## src/rtl/pc_sequencer.sv

```systemverilog
// Fetch-stage PC controller: sequential advance, branch/jump/register redirects,
// exception entry/return, and buffering of redirects that arrive during a stall.
// Optional statistics counters are enabled with the PC_SEQ_STAT_EN macro.
module pc_sequencer #(
    parameter logic [31:0] RESET_PC = 32'h0000_3000,
    parameter logic [31:0] EXC_VEC  = 32'h0000_4180,
    parameter logic [31:0] IM_BASE  = 32'h0000_3000,
    parameter logic [31:0] IM_LIMIT = 32'h0000_6FFC
) (
    input  logic        clk,
    input  logic        reset,
    input  logic        stall,
    input  logic        br_valid,
    input  logic        br_taken,
    input  logic [1:0]  br_sel,
    input  logic [31:0] br_pc,
    input  logic [31:0] br_offset,
    input  logic [25:0] br_index,
    input  logic [31:0] br_reg,
    input  logic        exc_req,
    input  logic        eret_req,
    input  logic [31:0] epc,
    output logic [31:0] pc,
    output logic [31:0] pc_add4,
    output logic        redirect_pending,
`ifdef PC_SEQ_STAT_EN
    output logic [31:0] redirect_cnt,
    output logic [31:0] stall_cnt,
`endif
    output logic        fetch_fault
);

    typedef enum logic [0:0] {
        ST_RUN  = 1'b0,
        ST_PEND = 1'b1
    } state_t;

    state_t      state_q, state_d;
    logic [31:0] pc_q, pc_d;
    logic [31:0] pend_tgt_q, pend_tgt_d;
    logic [31:0] br_pc_add4_s;
    logic [31:0] target_s;
    logic        redir_ev_s;
    logic        load_tgt_s;

`ifdef PC_SEQ_STAT_EN
    logic [31:0] redirect_cnt_q, redirect_cnt_d;
    logic [31:0] stall_cnt_q, stall_cnt_d;
`endif

    // Target computation; the reserved selector never counts as a redirect.
    always_comb begin
        br_pc_add4_s = br_pc + 32'd4;
        target_s     = 32'h0000_0000;
        case (br_sel)
            2'b00:   target_s = br_pc_add4_s + br_offset;
            2'b01:   target_s = {br_pc_add4_s[31:28], br_index, 2'b00};
            2'b10:   target_s = br_reg;
            default: target_s = 32'h0000_0000;
        endcase
        redir_ev_s = br_valid & br_taken & (br_sel != 2'b11);
    end

    // Next-state selection in priority order: exception, eret, stall, redirect, buffered, sequential.
    always_comb begin
        state_d    = state_q;
        pc_d       = pc_q + 32'd4;
        pend_tgt_d = pend_tgt_q;
        load_tgt_s = 1'b0;
        if (exc_req) begin
            pc_d    = EXC_VEC;
            state_d = ST_RUN;
        end else if (eret_req) begin
            pc_d    = epc;
            state_d = ST_RUN;
        end else if (stall) begin
            pc_d = pc_q;
            if (redir_ev_s) begin
                pend_tgt_d = target_s;
                state_d    = ST_PEND;
            end else begin
                state_d = state_q;
            end
        end else if (redir_ev_s) begin
            pc_d       = target_s;
            state_d    = ST_RUN;
            load_tgt_s = 1'b1;
        end else if (state_q == ST_PEND) begin
            pc_d       = pend_tgt_q;
            state_d    = ST_RUN;
            load_tgt_s = 1'b1;
        end else begin
            pc_d = pc_q + 32'd4;
        end
    end

`ifdef PC_SEQ_STAT_EN
    // Statistics next values; exception and eret edges count as neither.
    always_comb begin
        redirect_cnt_d = redirect_cnt_q;
        stall_cnt_d    = stall_cnt_q;
        if (load_tgt_s) begin
            redirect_cnt_d = redirect_cnt_q + 32'd1;
        end else begin
            redirect_cnt_d = redirect_cnt_q;
        end
        if (stall && !exc_req && !eret_req) begin
            stall_cnt_d = stall_cnt_q + 32'd1;
        end else begin
            stall_cnt_d = stall_cnt_q;
        end
    end

    // Statistics registers.
    always_ff @(posedge clk) begin
        if (!reset) begin
            redirect_cnt_q <= 32'h0000_0000;
            stall_cnt_q    <= 32'h0000_0000;
        end else begin
            redirect_cnt_q <= redirect_cnt_d;
            stall_cnt_q    <= stall_cnt_d;
        end
    end

    assign redirect_cnt = redirect_cnt_q;
    assign stall_cnt    = stall_cnt_q;
`endif

    // PC, buffered target and state registers; reset discards any buffered target.
    always_ff @(posedge clk) begin
        if (!reset) begin
            state_q    <= ST_RUN;
            pc_q       <= RESET_PC;
            pend_tgt_q <= 32'h0000_0000;
        end else begin
            state_q    <= state_d;
            pc_q       <= pc_d;
            pend_tgt_q <= pend_tgt_d;
        end
    end

    // Fetch address decode: a faulting PC is still presented so the exception unit can report it.
    always_comb begin
        pc               = pc_q;
        pc_add4          = pc_q + 32'd4;
        redirect_pending = (state_q == ST_PEND);
        fetch_fault      = (pc_q[1:0] != 2'b00) || (pc_q < IM_BASE) || (pc_q > IM_LIMIT);
    end

endmodule

```

## config.mk

```make
export PLATFORM = sky130hd
export DESIGN_NAME = pc_sequencer
export DESIGN_NICKNAME = d
export VERILOG_FILES = /design/src/rtl/pc_sequencer.sv
export SDC_FILE = /design/constraint.sdc
export NUM_CORES = 1
export LEC_CHECK = 0
export BUFFER_PORTS_ARGS = -buffer_cell sky130_fd_sc_hd__buf_2
export CAP_MARGIN = 20
export CORE_AREA = 8 8 119 121
export DETAILED_ROUTE_END_ITERATION = 6
export DIE_AREA = 0 0 127 129
export PLACE_DENSITY = 0.92
export SLEW_MARGIN = 20
export SYNTH_ARGS = -nofsm -noshare
export SYNTH_HDL_FRONTEND = slang
export SYNTH_SLANG_ARGS = --single-unit
```

## constraint.sdc

```tcl
create_clock -name clk -period 6.65 [get_ports clk]
set_input_delay 1.33 -clock clk [delete_from_list [all_inputs] [get_ports clk]]
set_output_delay 1.33 -clock clk [all_outputs]
set_load 0.01 [all_outputs]
```

* Word level (Yosys, flattened, before mapping)
Index checks and enable logic that the tools add are counted.
** Storage, ports and cells
- Output and inout port bits :: 66
- Register bits :: 65
** Operators by class
- Reduce and logical (&&, ||, !) cells :: 7
- Bitwise operators :: 6
- Muxes and demuxes :: 6
- Equal/unequal tests :: 5
- Order comparisons :: 2
- Add/sub/neg operators :: 3
** Operators with widths (number)
- $mux W32 :: 4
- $pmux W32 S3 :: 1
- $add A32 B3 Y32 const B :: 2
- $add A32 B32 Y32 :: 1
- $gt A32 B15 Y1 const B :: 1
- $lt A32 B14 Y1 const B :: 1
- $mux W15 :: 1
- $not A1 Y1 :: 4
- $reduce_and A4 Y1 :: 1
- $reduce_or A4 Y1 :: 1
- $ne A3 B1 Y1 const B :: 1
- $and A1 B1 Y1 :: 2
- $eq A2 B1 Y1 const B :: 1
- $eq A2 B2 Y1 const B :: 1
- $logic_not A2 Y1 :: 1
- $logic_or A1 B1 Y1 :: 2
- $ne A2 B1 Y1 const B :: 1
- $ne A2 B2 Y1 const B :: 1
- $reduce_bool A2 Y1 :: 1
- $reduce_or A2 Y1 :: 1

* Longest topological paths before layout
- Depth after elaboration :: 7
- Depth in mapped cells :: 18
- Depth with buffers taken out :: 17

* Least setup slack after synthesis
Ideal clock, no wire load.
- Kind :: input to register
- Start :: in br_pc[2]
- End :: reg pend_tgt_q[31]
- Buffers on the path :: 1
- Slack :: 2.188 ns
- Stages on the path :: 16
- Arrival :: 4.328 ns
- Path through :: nand3_1 or2_1 or2_2 nor3b_1 xor2_1 ha_1 clkbuf_1 nand2_1 nor2_1 and4_1 and2_1 a211o_1 o211a_1 o221a_2 nor3b_2 a211oi_1
** On the way
- Word-level cells in the longest chain between the ends :: 3
** RTL lines
- start, declared :: line 16 : input logic [31:0] br_pc,
- $add A32 B3 Y32 * :: line 53 : br_pc_add4_s = br_pc + 32'd4;
- $add A32 B32 Y32 :: line 56 : 2'b00: target_s = br_pc_add4_s + br_offset;
- $pmux W32 S3 * :: line 55 : case (br_sel)
- end signal, assigned :: line 138 : pend_tgt_q <= pend_tgt_d;
- end, declared :: line 40 : logic [31:0] pend_tgt_q, pend_tgt_d;
Every way passes the cells marked *; elsewhere a longest branch is shown, timed or not.
A chain may end at the register's enable or synchronous reset.

* Worst setup path in the final report
- Start :: in br_pc[2]
- End :: reg pc_q[27] (netlist: pc[27])
** On the way
- Word-level cells in the longest chain between the ends :: 6
** RTL lines
- $add A32 B3 Y32 :: line 53
- $add A32 B32 Y32 :: line 56
- $pmux W32 S3 :: line 55
- $mux W32 :: line 84 : end else if (redir_ev_s) begin
- $mux W32 :: line 76 : end else if (stall) begin
- $mux W32 :: line 73 : end else if (eret_req) begin
- end signal, assigned :: line 137 : pc_q <= pc_d;
- end, declared :: line 39 : logic [31:0] pc_q, pc_d;
Every way passes these cells. The select of a mux whose other input is x is not followed.

==> impl_metrics.csv <==
group,metric,value,unit
pwr,power_frac_comb,32.6,%
critical_path,crit_path_start_kind,"input pin",
critical_path,cp.arrival,5.19,ns
critical_path,cp_data_required_time,6.82,ns
synth,synthSimpleGateAreaFrac,23.1,%
drt,antenna_left,0,
pwr,p_seq_share,29.1,%
drt,wl_per_cell,21.8,µm
synth,synth_area_per_cell,7.45,µm²
drt,route.detailed.drc,0,
flow_run,cap_violations,0,
outcome,status,"complete, no violations",
critical_path,crit_path_end_kind,"register",
synth,ys_top_cells_by_area,"dfxtp_1 (20%), ha_1 (7.1%), xnor2_1 (6.6%)",
drt,drt_iter0_markers,992,
synth,synth_seq_cells,65,
floorplan,dieArea,16400,µm²
cells_and_area,layout-drive-gt1-share,25.2,%
critical_path,slowest_delay,0.62,ns
critical_path,crit_path_top_delay_cell,"a222oi_1",
clock_tree,numClockSinks,65,
clock_tree,cts_tree,"built",
sta,grt_setup_unrepaired,"false",
synth,synth_top_family_by_area,"compound AO/OA/AOI/OAI gates",
synth,seq_area_frac_synth,19.6,%
synth,synth_top_cell_by_area,"dfxtp_1",
drt,routed_wl,26900,µm
sta,relSlewSlack,33.4,%
floorplan,core_region_area,12300,µm²
placement,dp_slack,1.65,ns
clock_tree,hold_buffers,0,
clock_tree,cts_resized,0,
critical_path,critPathKind,"in2reg",
synth,synth_xor_area_share,10.7,%
sta,holdWs,0.465,ns
pwr,p_sw,0.481,mW
pwr,power_density,177,nW/µm²
drt,vias_per_cell,6.62,
floorplan,initial_core_util,54.0,%
placement,finalWeightedCongestion,1.04,
clock_tree,clockRootBuffer,"clkbuf_16",
sta,min_period,5.02,ns
cells_and_area,final_cell_mix,"buf_2 (228), a21oi_1 (79), nor2_1 (77)",
cells_and_area,final_common_cell,"buf_2",
sta,fin_setup_tns,0,ns
synth,syn-instance-count,893,
pwr,ir_worst_vdd,154,µV
sta,drv_slew,0,
floorplan,rows,41,
global_routing,overflow,0,
floorplan,io_pins,229,
synth,synthMuxAreaShare,3.99,%
pwr,p_sw_share,33.3,%
critical_path,cp_max_fo,6,
drt,num_vias,8181,
placement,dp.final_hpwl,20700,µm
placement,numPortBuffers,228,
floorplan,die_h,129,µm
synth,yosysWarnings,0,
cells_and_area,nets,1283,
global_routing,grt_pass1_wl,41600,µm
sta,setup_viol,0,
cells_and_area,antenna_cells,0,
placement,placed_cell_area,7820,µm²
clock_tree,cts_setup_buffers,0,
sta,min_period_over_period,75.4,%
pwr,power.leakage,3.62,nW
cells_and_area,syn_to_final_growth,22.7,%
cells_and_area,design_area,8160,µm²
synth,synth_compound_area_share,30.9,%
floorplan,chipWidth,127,µm
global_routing,first_global_vias,7980,
sta,worst_pin_slew,0.999,ns
sta,hold_viol,0,
sta,finClkSkew,0.00893,ns
pwr,p_int,0.965,mW
sta,fin_ws,1.63,ns
pwr,total_power,1.45,mW
global_routing,antenna_found_initial,0,
synth,syn_area,6650,µm²
synth,synth_edf_count,0,
clock_tree,clock_path_buffers,2,
sta,fmax,0.199,GHz
synth,synthFlopType,"dfxtp_1",
synth,syn_nets,1095,
min_path,min_path_type,"reg2reg",
drt,dr.pass1.iters,7,
synth,synth.distinct_cells,74,
pwr,clockPowerShare,38.4,%
clock_tree,cts_buffers,9,
global_routing,grt_usage,31.8,%
synth,ys_async_sr_fraction,0,%
clock_tree,worstSkewPairLatency,0.34,ns
clock_tree,htreeDepth,3,
clock_tree,cts.clk_slew.worst_paths,0.05,ns
global_routing,grt_max_degree,46,
synth,synth.top_cell.area_share,19.6,%
critical_path,path_cells,"buf_2 -> ha_1 -> nand2_1 -> nor2_1 -> nand4_1 -> inv_1 -> nand2_1 -> xnor2_1 -> ha_1 -> a21oi_1 -> o21ai_1 -> a2111oi_4 -> a21oi_2 -> nor4_1 -> nor3_1 -> xor2_1 -> a222oi_1 -> a31oi_1",
synth,synthAdderAreaFrac,7.45,%
cells in the mapped netlist (7+ instances only):
| library cell | instances |
|---|---|
| a21oi_1 | 79 |
| nor2_1 | 77 |
| nand2_1 | 71 |
| dfxtp_1 | 65 |
| clkbuf_1 | 50 |
| xnor2_1 | 50 |
| o21ai_0 | 49 |
| ha_1 | 38 |
| nand3_1 | 35 |
| xor2_1 | 31 |
| a211oi_1 | 28 |
| mux2i_1 | 22 |
| a22oi_1 | 18 |
| nor3_1 | 18 |
| a21o_1 | 17 |
| and3_1 | 17 |
| nand2b_1 | 15 |
| inv_1 | 14 |
| o21ai_1 | 14 |
| o211ai_1 | 13 |
| nand4_1 | 12 |
| a31oi_1 | 11 |
| nor2b_1 | 9 |
| and4_1 | 8 |
| a22o_1 | 7 |
flip-flops by register name, summed over array words and instances, names as in the netlist, named ones only:
name / count
pc: 30
pend_tgt_q: 32
redirect_pending: 1
final cells by class:
type                       count  area [µm²]
sequential                    65        1300
fill                        1056        4150
clock inverter                 5         103
multi-input combinational    754        5070
tap                          150         188
inverter                      14        52.6
timing repair buffer         237        1210
clock buffer                  11         243
critical path, delay by kind of cell:
kind / cells / cell delay (ns)
and+or+nand+nor: 6 / 1.08
adders and majority gates: 2 / 0.49
buffers and inverters: 2 / 0.25
AOI/OAI and AO/OA: 6 / 1.69
xor gates and xnor gates: 2 / 0.35
power groups by stage:
stage                     Sequential, mW  Combinational, mW  Clock (mW)
after floorplan                    0.427              0.284           0
after global placement             0.427              0.448           0
after detailed placement           0.427              0.451           0
after CTS                          0.419              0.456       0.552
after global routing               0.422              0.505       0.569
final                              0.420              0.471       0.555
through the flow:
step / instances / util [%]
2_1_floorplan: 893 / -
3_3_place_gp: 1220 / 63.5
3_5_place_dp: 1220 / 63.5
4_1_cts: 1236 / 66.3
5_1_grt: 1236 / 66.3
6_report: 1236 / 66.3
cell families after synthesis:
| kind of cell | Yosys count |
|---|---|
| xor gates and xnor gates | 81 |
| and+or+nand+nor | 303 |
| adders and majority gates | 39 |
| buffers and inverters | 74 |
| AOI/OAI and AO/OA | 305 |
| muxes | 26 |
| DFF | 65 |
path summary, 6_finish.rpt:
check                                    from            end  slack (ns)  depth (start not counted)
worst min register to register  pend_tgt_q[4]  pend_tgt_q[4]        0.46                          2
worst min-delay path            pend_tgt_q[4]  pend_tgt_q[4]        0.46                          2
worst max-delay path                 br_pc[2]         pc[27]        1.63                         18
worst max register to register          pc[2]         pc[24]        3.64                          9
per-layer routing:
layer	wire length (µm)	GRT usage [%]	vias to the layer above	share of wire, %
li1	-	-	3711	-
met1	9760	35.5	3724	36
met2	12200	52.0	617	45
met3	3250	10.1	129	12
met4	1680	19.9	0	6.3
met5	0	0	-	0
Note: power is estimated with default switching activity, not from simulation.
